===== config.mk =====
export PLATFORM = sky130hd
export DESIGN_NAME = adder_tree_pipe_flat
export DESIGN_NICKNAME = d
export VERILOG_FILES = /design/src/rtl/adder_tree_pipe_pkg.sv /design/src/rtl/adder_tree_pipe_if.sv /design/src/rtl/adder_tree_pipe_stage.sv /design/src/rtl/adder_tree_pipe.sv /design/src/flat_wrapper.sv
export SDC_FILE = /design/constraint.sdc
export NUM_CORES = 1
export LEC_CHECK = 0
export CAP_MARGIN = 20
export CORE_ASPECT_RATIO = 1.5
export CORE_UTILIZATION = 66
export DETAILED_ROUTE_END_ITERATION = 12
export DONT_BUFFER_PORTS = 1
export PLACE_DENSITY_LB_ADDON = 0.25
export SLEW_MARGIN = 20
export SYNTH_ARGS = -nofsm -noshare
export SYNTH_HDL_FRONTEND = slang
export SYNTH_SLANG_ARGS = --single-unit

===== constraint.sdc =====
create_clock -name clk -period 2.7 [get_ports clk]
set_input_delay 0.27 -clock clk [delete_from_list [all_inputs] [get_ports clk]]
set_output_delay 0.27 -clock clk [all_outputs]
set_load 0.01 [all_outputs]

===== src/rtl/adder_tree_pipe_pkg.sv =====
// Shared helpers for the pipelined adder tree: tree depth and per-level widths.
package adder_tree_pkg;

  // Number of tree levels (= pipeline latency); a single operand still gets one level.
  function automatic int tree_depth(input int n);
    return (n <= 2) ? 1 : $clog2(n);
  endfunction

  // Width of a partial sum after s levels of pairwise addition of w-bit operands.
  function automatic int stage_width(input int w, input int s);
    return w + s;
  endfunction

  // Operand count after padding up to a full binary tree.
  function automatic int padded_count(input int n);
    return 1 << tree_depth(n);
  endfunction

endpackage


===== src/rtl/adder_tree_pipe_if.sv =====
// Operand/result handshake bundle for adder_tree_pipe.
// With ADDER_TREE_PIPE_ACC_EN defined, an in_last tag travels with each vector
// and RES_W defaults to the widened accumulator width.
interface adder_tree_pipe_if
  import adder_tree_pkg::*;
#(
  parameter int N = 4,
  parameter int W = 8,
`ifdef ADDER_TREE_PIPE_ACC_EN
  parameter int RES_W = W + tree_depth(N) + 8
`else
  parameter int RES_W = W + tree_depth(N)
`endif
) ();

  logic             in_valid;
  logic             in_ready;
  logic [N*W-1:0]   in_data;
`ifdef ADDER_TREE_PIPE_ACC_EN
  logic             in_last;
`endif
  logic             out_valid;
  logic             out_ready;
  logic [RES_W-1:0] out_data;

  // Producer / consumer side (testbench, surrounding logic).
  modport master (
`ifdef ADDER_TREE_PIPE_ACC_EN
    output in_last,
`endif
    output in_valid, in_data, out_ready,
    input  in_ready, out_valid, out_data
  );

  // The adder tree itself.
  modport slave (
`ifdef ADDER_TREE_PIPE_ACC_EN
    input  in_last,
`endif
    input  in_valid, in_data, out_ready,
    output in_ready, out_valid, out_data
  );

endinterface


===== src/rtl/adder_tree_pipe_stage.sv =====
// One registered level of the adder tree: PAIRS pairwise sums of IN_W-bit
// children, each widened by one bit (sign- or zero-extension per SIGNED).
module adder_tree_stage
  import adder_tree_pkg::*;
#(
  parameter int IN_W   = 8,
  parameter int PAIRS  = 1,
  parameter bit SIGNED = 1'b0
) (
  input  logic                                     clk,
  input  logic                                     rst,
  input  logic                                     en,
  input  logic                                     in_valid,
  input  logic [2*PAIRS*IN_W-1:0]                  in_data,
  output logic                                     out_valid,
  output logic [PAIRS*stage_width(IN_W, 1)-1:0]    out_data
);

  localparam int OUT_W = stage_width(IN_W, 1);

  logic [PAIRS*OUT_W-1:0] sum_next;
  logic [PAIRS*OUT_W-1:0] data_reg;
  logic                   valid_reg;

  genvar gi;
  generate
    for (gi = 0; gi < PAIRS; gi++) begin : gen_pair
      logic [IN_W-1:0] a;
      logic [IN_W-1:0] b;
      logic            ext_a;
      logic            ext_b;
      assign a     = in_data[(2*gi)*IN_W   +: IN_W];
      assign b     = in_data[(2*gi+1)*IN_W +: IN_W];
      assign ext_a = SIGNED ? a[IN_W-1] : 1'b0;
      assign ext_b = SIGNED ? b[IN_W-1] : 1'b0;
      assign sum_next[gi*OUT_W +: OUT_W] = {ext_a, a} + {ext_b, b};
    end
  endgenerate

  // Level register: moves only on enable; data captured only for valid entries
  // so the last valid sum stays visible across bubbles.
  always_ff @(posedge clk) begin
    if (rst) begin
      valid_reg <= 1'b0;
      data_reg  <= '0;
    end else if (en) begin
      valid_reg <= in_valid;
      if (in_valid) begin
        data_reg <= sum_next;
      end
    end
  end

  assign out_valid = valid_reg;
  assign out_data  = data_reg;

endmodule


===== src/rtl/adder_tree_pipe.sv =====
// Pipelined, fully registered adder tree with valid/ready flow control.
// Sums N operands of W bits in L = tree_depth(N) registered levels; the whole
// pipeline stalls together while a result waits for out_ready.
// Optional macro ADDER_TREE_PIPE_ACC_EN: adds an in_last-delimited group
// accumulator after the tree (result width ACC_W, latency L+1).
module adder_tree_pipe
  import adder_tree_pkg::*;
#(
  parameter int N      = 4,
  parameter int W      = 8,
  parameter bit SIGNED = 1'b0
`ifdef ADDER_TREE_PIPE_ACC_EN
  , parameter int ACC_W = W + tree_depth(N) + 8
`endif
) (
  input logic              clk,
  input logic              rst,
  adder_tree_pipe_if.slave bus
);

  localparam int L     = tree_depth(N);
  localparam int OUT_W = stage_width(W, L);
  localparam int P     = padded_count(N);

  logic             adv;
  logic             accept;
  logic             out_valid_int;
  logic [P*W-1:0]   lvl0_data;
  logic [OUT_W-1:0] tree_sum;
  logic             tree_valid;

  // A single stall condition shared by every level keeps vectors in lockstep.
  assign adv         = !out_valid_int || bus.out_ready;
  assign bus.in_ready = adv && !rst;
  assign accept      = bus.in_valid && bus.in_ready;

  genvar gi;
  generate
    // Leaves: real operands followed by zero padding up to a power of two.
    for (gi = 0; gi < P; gi++) begin : gen_leaf
      if (gi < N) begin : g_op
        assign lvl0_data[gi*W +: W] = bus.in_data[gi*W +: W];
      end else begin : g_pad
        assign lvl0_data[gi*W +: W] = '0;
      end
    end

    // One registered level per tree depth; level gi halves the operand count.
    for (gi = 0; gi < L; gi++) begin : gen_lvl
      localparam int IN_W  = stage_width(W, gi);
      localparam int PAIRS = P >> (gi + 1);

      logic [2*PAIRS*IN_W-1:0]   src_data;
      logic                      src_valid;
      logic [PAIRS*(IN_W+1)-1:0] sum;
      logic                      sum_valid;

      if (gi == 0) begin : g_first
        assign src_data  = lvl0_data;
        assign src_valid = accept;
      end else begin : g_next
        assign src_data  = gen_lvl[gi-1].sum;
        assign src_valid = gen_lvl[gi-1].sum_valid;
      end

      adder_tree_stage #(
        .IN_W   (IN_W),
        .PAIRS  (PAIRS),
        .SIGNED (SIGNED)
      ) u_stage (
        .clk       (clk),
        .rst       (rst),
        .en        (adv),
        .in_valid  (src_valid),
        .in_data   (src_data),
        .out_valid (sum_valid),
        .out_data  (sum)
      );
    end
  endgenerate

  assign tree_sum   = gen_lvl[L-1].sum;
  assign tree_valid = gen_lvl[L-1].sum_valid;

`ifdef ADDER_TREE_PIPE_ACC_EN
  logic [L-1:0]     last_pipe_reg;
  logic             tree_last;
  logic [ACC_W-1:0] tree_ext;
  logic [ACC_W-1:0] acc_reg;
  logic [ACC_W-1:0] acc_sum;
  logic [ACC_W-1:0] out_data_reg;
  logic             out_valid_reg;

  // The group-end tag shifts alongside the tree levels, one slot per level.
  always_ff @(posedge clk) begin
    if (rst) begin
      last_pipe_reg <= '0;
    end else if (adv) begin
      last_pipe_reg[0] <= bus.in_last;
      for (int i = 1; i < L; i++) begin
        last_pipe_reg[i] <= last_pipe_reg[i-1];
      end
    end
  end

  assign tree_last = last_pipe_reg[L-1];

  if (SIGNED) begin : g_ext_s
    assign tree_ext = {{(ACC_W-OUT_W){tree_sum[OUT_W-1]}}, tree_sum};
  end else begin : g_ext_u
    assign tree_ext = {{(ACC_W-OUT_W){1'b0}}, tree_sum};
  end

  assign acc_sum = acc_reg + tree_ext;

  // Running group total; publishes and clears on the tagged last vector.
  always_ff @(posedge clk) begin
    if (rst) begin
      acc_reg       <= '0;
      out_data_reg  <= '0;
      out_valid_reg <= 1'b0;
    end else if (adv) begin
      if (tree_valid && tree_last) begin
        out_data_reg  <= acc_sum;
        out_valid_reg <= 1'b1;
        acc_reg       <= '0;
      end else begin
        out_valid_reg <= 1'b0;
        if (tree_valid) begin
          acc_reg <= acc_sum;
        end
      end
    end
  end

  assign out_valid_int = out_valid_reg;
  assign bus.out_data  = out_data_reg;
`else
  assign out_valid_int = tree_valid;
  assign bus.out_data  = tree_sum;
`endif

  assign bus.out_valid = out_valid_int;

endmodule


===== src/flat_wrapper.sv =====
// flat-port wrapper written by rule: the top's interface ports become plain ports
module adder_tree_pipe_flat import adder_tree_pkg::*;
#(
  parameter int N      = 4,
  parameter int W      = 8,
  parameter bit SIGNED = 1'b0

)
  (clk, rst, bus_in_valid, bus_in_data, bus_out_ready, bus_in_ready, bus_out_valid, bus_out_data);
  adder_tree_pipe_if #(.N(N), .W(W), .RES_W((10))) bus_i ();
  input logic clk;
  input logic rst;
  input wire logic [$bits(bus_i.in_valid)-1:0] bus_in_valid;
  input wire logic [$bits(bus_i.in_data)-1:0] bus_in_data;
  input wire logic [$bits(bus_i.out_ready)-1:0] bus_out_ready;
  output wire logic [$bits(bus_i.in_ready)-1:0] bus_in_ready;
  output wire logic [$bits(bus_i.out_valid)-1:0] bus_out_valid;
  output wire logic [$bits(bus_i.out_data)-1:0] bus_out_data;
  assign bus_i.in_valid = bus_in_valid;
  assign bus_i.in_data = bus_in_data;
  assign bus_i.out_ready = bus_out_ready;
  assign bus_in_ready = bus_i.in_ready;
  assign bus_out_valid = bus_i.out_valid;
  assign bus_out_data = bus_i.out_data;
  adder_tree_pipe #(.N(N), .W(W), .SIGNED(SIGNED)) u_core (.clk(clk), .rst(rst), .bus(bus_i));
endmodule

======== After elaboration in Yosys (flattened, before gate mapping) ========
Index checks and enable logic that the tools add are counted.
word-level totals
  bits in registers ....................... 30
  word-level logic and storage cells ...... 14
operators by class
  $add $sub $neg .......................... 3
  reductions and logical operators ........ 7
operators by type and width
  cell               number
  $add 8x8->9        2
  $add 9x9->10       1
  $reduce_and 2->1   2
  $logic_and 1x1->1  2
  $logic_not 1->1    2
  $logic_or 1x1->1   1

======== Depth between registers and ports, before layout ========
  word-level depth ........................ 5
  gate-level depth with buffers ........... 8
  mapped depth without buffers ............ 8

======== Hierarchy ========
A second synthesis with hierarchy kept.
second synthesis, totals
  cells, all modules ...................... 244
  area, all modules ....................... 2108.3 um^2
modules (own cells, without submodules)
  module                                         times used  cells each  area an instance (um^2)  sequential area each (um^2)
  adder_tree_stage at u_core.gen_lvl[0].u_stage  1           148         1296.2                   380.4
  adder_tree_stage at u_core.gen_lvl[1].u_stage  1           92          778.2                    220.2
  adder_tree_pipe                                1           4           33.8                     0.0

======== Least setup slack after synthesis ========
OpenSTA, ideal clock, no wires.
  kind .................................... flip-flop to flip-flop
  start point ............................. register u_core.gen_lvl[0].u_stage.data_reg[0]
  end point ............................... register u_core.gen_lvl[1].u_stage.data_reg[6]
  arrival time ............................ 1.771 ns
  required time ........................... 2.638 ns
  setup slack ............................. 0.867 ns
  cell stages (with the launch flop) ...... 9
  cell sequence ........................... dfxtp_1 > ha_1 > inv_1 > fa_1 > and2b_1 > o31a_2 > o21ai_1 > or4_1 > nand3_1
between the ends
  word-level cells in the longest chain between the ends .. 1
ends and longest elaborated chain
  what                    line                         RTL
  from (decl)             adder_tree_pipe_stage.sv:22  logic [PAIRS*OUT_W-1:0] data_reg;
  from (signal assigned)  adder_tree_pipe_stage.sv:49  data_reg <= sum_next;
  $add 9x9->10            adder_tree_pipe_stage.sv:36  assign sum_next[gi*OUT_W +: OUT_W] = {ext_a, a} + {ext_b, b};
  to (signal assigned)    adder_tree_pipe_stage.sv:49
  to (decl)               adder_tree_pipe_stage.sv:22
Every way passes these cells.
A chain may end at the register's enable or synchronous reset.

======== Worst setup path after layout ========
  start point ............................. register u_core.gen_lvl[0].u_stage.data_reg[0]
  end point ............................... register u_core.gen_lvl[1].u_stage.data_reg[8]
The elaborated chain is that of the path after synthesis.

==> flow_results.org <==
** Status
- Outcome :: finished clean

** Floorplan
- Overall die area :: 0.00328 sq mm
- Chip height :: 69.7 um
- Standard-cell rows :: 24
- X dimension of the die :: 47.1 um
- After floorplanning, the core was sized to cover 0.00291 sq mm.
- Once the floorplan was initialized, standard cells occupied 69.2% of the core.
- Number of top-level pins :: 48

** Place
- OpenSTA, run right after detailed placement, puts the worst setup slack at 751 ps.
- Once detailed placement completed, the half-perimeter wirelength came to 3050 um.
- In this run the cell area measured after placement is 0.00201 sq mm.
- Routability congestion estimate :: 0.886
- In this run the tool buffered the top-level ports with 0 buffer cells.

** Clocking
- Number of clock sinks :: 30
- H-tree lvl count :: 2
- Number of clock buffers inserted by TritonCTS :: 5
- The clock reaches the later pin of the worst-skew pair after 290 ps.
- TritonCTS built the clock tree.
- After clock tree synthesis, the clock-pin slew on the worst setup and hold paths is 70 ps.
- The cell sitting at the root of the clock tree is a sky130_fd_sc_hd__clkbuf_8.
- Once the clock tree was built, the setup fixing pass inserted 0 buffers.
- In this run the deepest clock path goes through 2 buffers.
- Number of hold-repair buffers added at the cts stage :: 0
- In this run, post-CTS repair resized a total of 0 instances.

** Detailed routing
- Once detail routing completed, the nets flagged for antenna violations numbered 0.
- For this block, the initial DRC count from the detailed router was 35.
- Vias :: 1,711
- Total detailed-routing wirelength :: 3850 um
- DRT Pass-1 Iters :: 4
- In the routed design, unresolved DRC markers number 0.
- After detailed routing, the average wire length per cell comes to 13.8 um.
- Post-detailed-route via-to-cell ratio :: 6.11

** Layout
- The register with the most flip-flops in the layout has 28 of them.
- Summing all non-filler instances in the final layout gives an area of 0.00210 sq mm.
- After the last flow step, the layout net total stands at 304.
- The number of antenna diodes in the final layout is 0.
- Leading cell type in the layout, fill and taps excluded :: sky130_fd_sc_hd__dfxtp_1
- Of the cells placed in the final design, the portion with a size suffix greater than 1 is 4.98%.
- Commonest cells after routing, fill and taps aside :: sky130_fd_sc_hd__dfxtp_1 (30), sky130_fd_sc_hd__ha_1 (25), sky130_fd_sc_hd__o21ai_1 (24), sky130_fd_sc_hd__nand2_1 (20), sky130_fd_sc_hd__nand3_1 (18)
- The area growth from synthesis to layout is 4.35%.

** STA
- Shortest period the worst path allows :: 1960 ps
- Post-route setup slack :: 744 ps
- The final-report hold violation count was 0.
- Max Clock Skew :: 9.07 ps
- Final worst path period share :: 72.4%
- Relative max-transition margin :: 54.5%
- The number of max-slew violations in the final report is 0.
- Static timing analysis puts the maximum clock frequency at 511 MHz.
- Setup violations remaining at the end of the flow were counted as 0.
- After routing, the total negative slack on setup checks comes to 0 ps.
- For the pin with the worst max-slew slack, the measured transition is 681 ps.
- Setup repair after global routing left no endpoint under its margin.

** Worst setup path
- The worst setup path is launched from a flop.
- R2r endpoint :: u_core.gen_lvl[1].u_stage.out_data[8]
- Data required time of the worst path :: 2920 ps
- Crit Reg-Reg Startpoint :: u_core.gen_lvl[0].u_stage.out_data[0]
- Setup CP Type :: reg2reg
- Following the worst setup path forward leads to its endpoint at u_core.gen_lvl[1].u_stage.out_data[8].
- Worst reg-to-reg setup slack :: 740 ps
- Data arrival at the endpoint of the critical path :: 2180 ps
- Along the worst path, the maximum fanout reaches 3.
- Measured in cells, the most critical reg-to-reg path has a length of 8.
- STA classifies the critical path endpoint as a flop.
- In this run the worst setup path begins at u_core.gen_lvl[0].u_stage.out_data[0].

** Global route
- For this run, the total global-route usage over all layers was measured as 28.1%.
- Number of antenna violations at the first check in global routing :: 0
- Largest net degree at the start of global routing :: 25
- Global-route wire length before repair :: 6870 um
- Grt total ovfl :: 0
- The number of global-route vias before repair was 1,726.

** Synth
- Summed over its instances, the top area cell type makes up 29.8% of the synthesized netlist area.
- The biggest area contributor in the post-synthesis netlist is sky130_fd_sc_hd__dfxtp_1.
- In this run, distinct cell masters in the synthesized netlist total 42.
- Sequential element share of the synthesized area :: 29.8%
- Net count after synthesis :: 308
- The most used flip-flop cell after synthesis is sky130_fd_sc_hd__dfxtp_1.
- After technology mapping, the gate count stands at 244.
- Count of state elements after synthesis :: 30
- Number of enable flip-flop cells after synthesis :: 0
- After synthesis the cells add up to 0.00202 sq mm.
- Of all flip-flops after synthesis, the portion carrying an async set or reset was 0%.
- A synthesized cell averages 8.26 sq um.
- By area the synthesized netlist is led by sky130_fd_sc_hd__dfxtp_1 (30%), sky130_fd_sc_hd__ha_1 (16%), sky130_fd_sc_hd__o21ai_1 (6.0%).
- The Yosys step of the flow raised 0 warnings.

** Min path
- The path class of the tightest hold or removal check is in2reg.

** Job
- Max-Cap Viols :: 0

** Power
- Power spread over the standard cell area amounts to 556 mW/mm^2.
- VDD IR max :: 0.388 mV
- Leakage dissipation :: 0.854 nW
[worst min path at each step]
stage	start	to	slack, ps	cells past startpoint
final	rst	u_core.gen_lvl[0].u_stage.out_valid	40	1
after global routing	rst	u_core.gen_lvl[0].u_stage.out_valid	40	1
after CTS	rst	u_core.gen_lvl[0].u_stage.out_valid	40	1
after detailed placement	rst	u_core.gen_lvl[0].u_stage.out_valid	340	1
after global placement	rst	u_core.gen_lvl[0].u_stage.out_valid	340	1
after floorplan	bus_in_valid	u_core.gen_lvl[0].u_stage.out_valid	410	2
[through the flow]
step | std cells | hold slack, ps | util (%) | power, mW
3_3_place_gp | 272 | 341 | 69.1 | 0.806
6_report | 280 | 42.4 | 72.2 | 1.17
3_5_place_dp | 272 | 343 | 69.1 | 0.811
5_1_grt | 280 | 38.7 | 72.2 | 1.25
4_1_cts | 280 | 40.4 | 72.2 | 1.18
2_1_floorplan | 244 | 410 | - | 0.761
[area by class of cell]
| class | instances | area, sq um |
|---|---|---|
| sequential | 30 | 601 |
| fill | 254 | 810 |
| clock inverter | 1 | 5.00 |
| clock buffer | 7 | 86.3 |
| multi-input combinational | 195 | 1330 |
| inverter | 8 | 30.0 |
| tap | 39 | 48.8 |
[per-layer routing]
layer  share of wire, %  global-route usage [%]
met5                  0                       0
met4                2.9                    12.4
met3                4.2                    5.21
met2                 52                    48.6
met1                 41                    31.2
[cells by family after synthesis]
kind of cell             count (synthesis)  share of synthesized area [%]
AND/OR/NAND/NOR                         82                           20.5
buffers and inverters                   19                           4.10
flip-flops                              30                           29.8
adder cells (fa/ha/maj)                 28                           18.5
XOR/XNOR                                 8                           3.48
AO/OA/AOI/OAI                           77                           23.6
[power breakdown]
group	leakage (nW)	internal [mW]	switching, mW
combinational	0.559	0.123	0.163
sequential	0.247	0.487	0.0317
clock	0.0482	0.205	0.161
[critical path, stage by stage (launching register included)]
cell,delay [ps]
sky130_fd_sc_hd__dfxtp_1,340
sky130_fd_sc_hd__ha_1,180
sky130_fd_sc_hd__inv_1,60
sky130_fd_sc_hd__fa_1,370
sky130_fd_sc_hd__and2b_1,240
sky130_fd_sc_hd__o31a_2,150
sky130_fd_sc_hd__o21ai_1,80
sky130_fd_sc_hd__or4_1,400
sky130_fd_sc_hd__nand3_1,70
[Yosys cell counts (2+ instances only)]
| cell type | instances |
|---|---|
| sky130_fd_sc_hd__clkbuf_1 | 6 |
| sky130_fd_sc_hd__ha_1 | 25 |
| sky130_fd_sc_hd__o21ai_0 | 6 |
| sky130_fd_sc_hd__fa_1 | 3 |
| sky130_fd_sc_hd__nor2_1 | 17 |
| sky130_fd_sc_hd__nor2b_1 | 3 |
| sky130_fd_sc_hd__nand3_1 | 18 |
| sky130_fd_sc_hd__o21ai_1 | 24 |
| sky130_fd_sc_hd__xnor2_1 | 2 |
| sky130_fd_sc_hd__o31ai_1 | 2 |
| sky130_fd_sc_hd__buf_4 | 2 |
| sky130_fd_sc_hd__nor4b_1 | 4 |
| sky130_fd_sc_hd__inv_1 | 7 |
| sky130_fd_sc_hd__a21o_1 | 5 |
| sky130_fd_sc_hd__or4_1 | 4 |
| sky130_fd_sc_hd__nor3_1 | 5 |
| sky130_fd_sc_hd__o211ai_1 | 3 |
| sky130_fd_sc_hd__nor3b_1 | 2 |
| sky130_fd_sc_hd__xor2_1 | 6 |
| sky130_fd_sc_hd__a31o_1 | 2 |
| sky130_fd_sc_hd__dfxtp_1 | 30 |
| sky130_fd_sc_hd__o21bai_1 | 2 |
| sky130_fd_sc_hd__nand4_1 | 2 |
| sky130_fd_sc_hd__a31oi_1 | 2 |
| sky130_fd_sc_hd__a21oi_1 | 15 |
| sky130_fd_sc_hd__o21a_1 | 2 |
| sky130_fd_sc_hd__buf_2 | 3 |
| sky130_fd_sc_hd__nand2_1 | 20 |
| sky130_fd_sc_hd__a211oi_1 | 9 |
No activity file was read; power rests on OpenSTA's default activity.
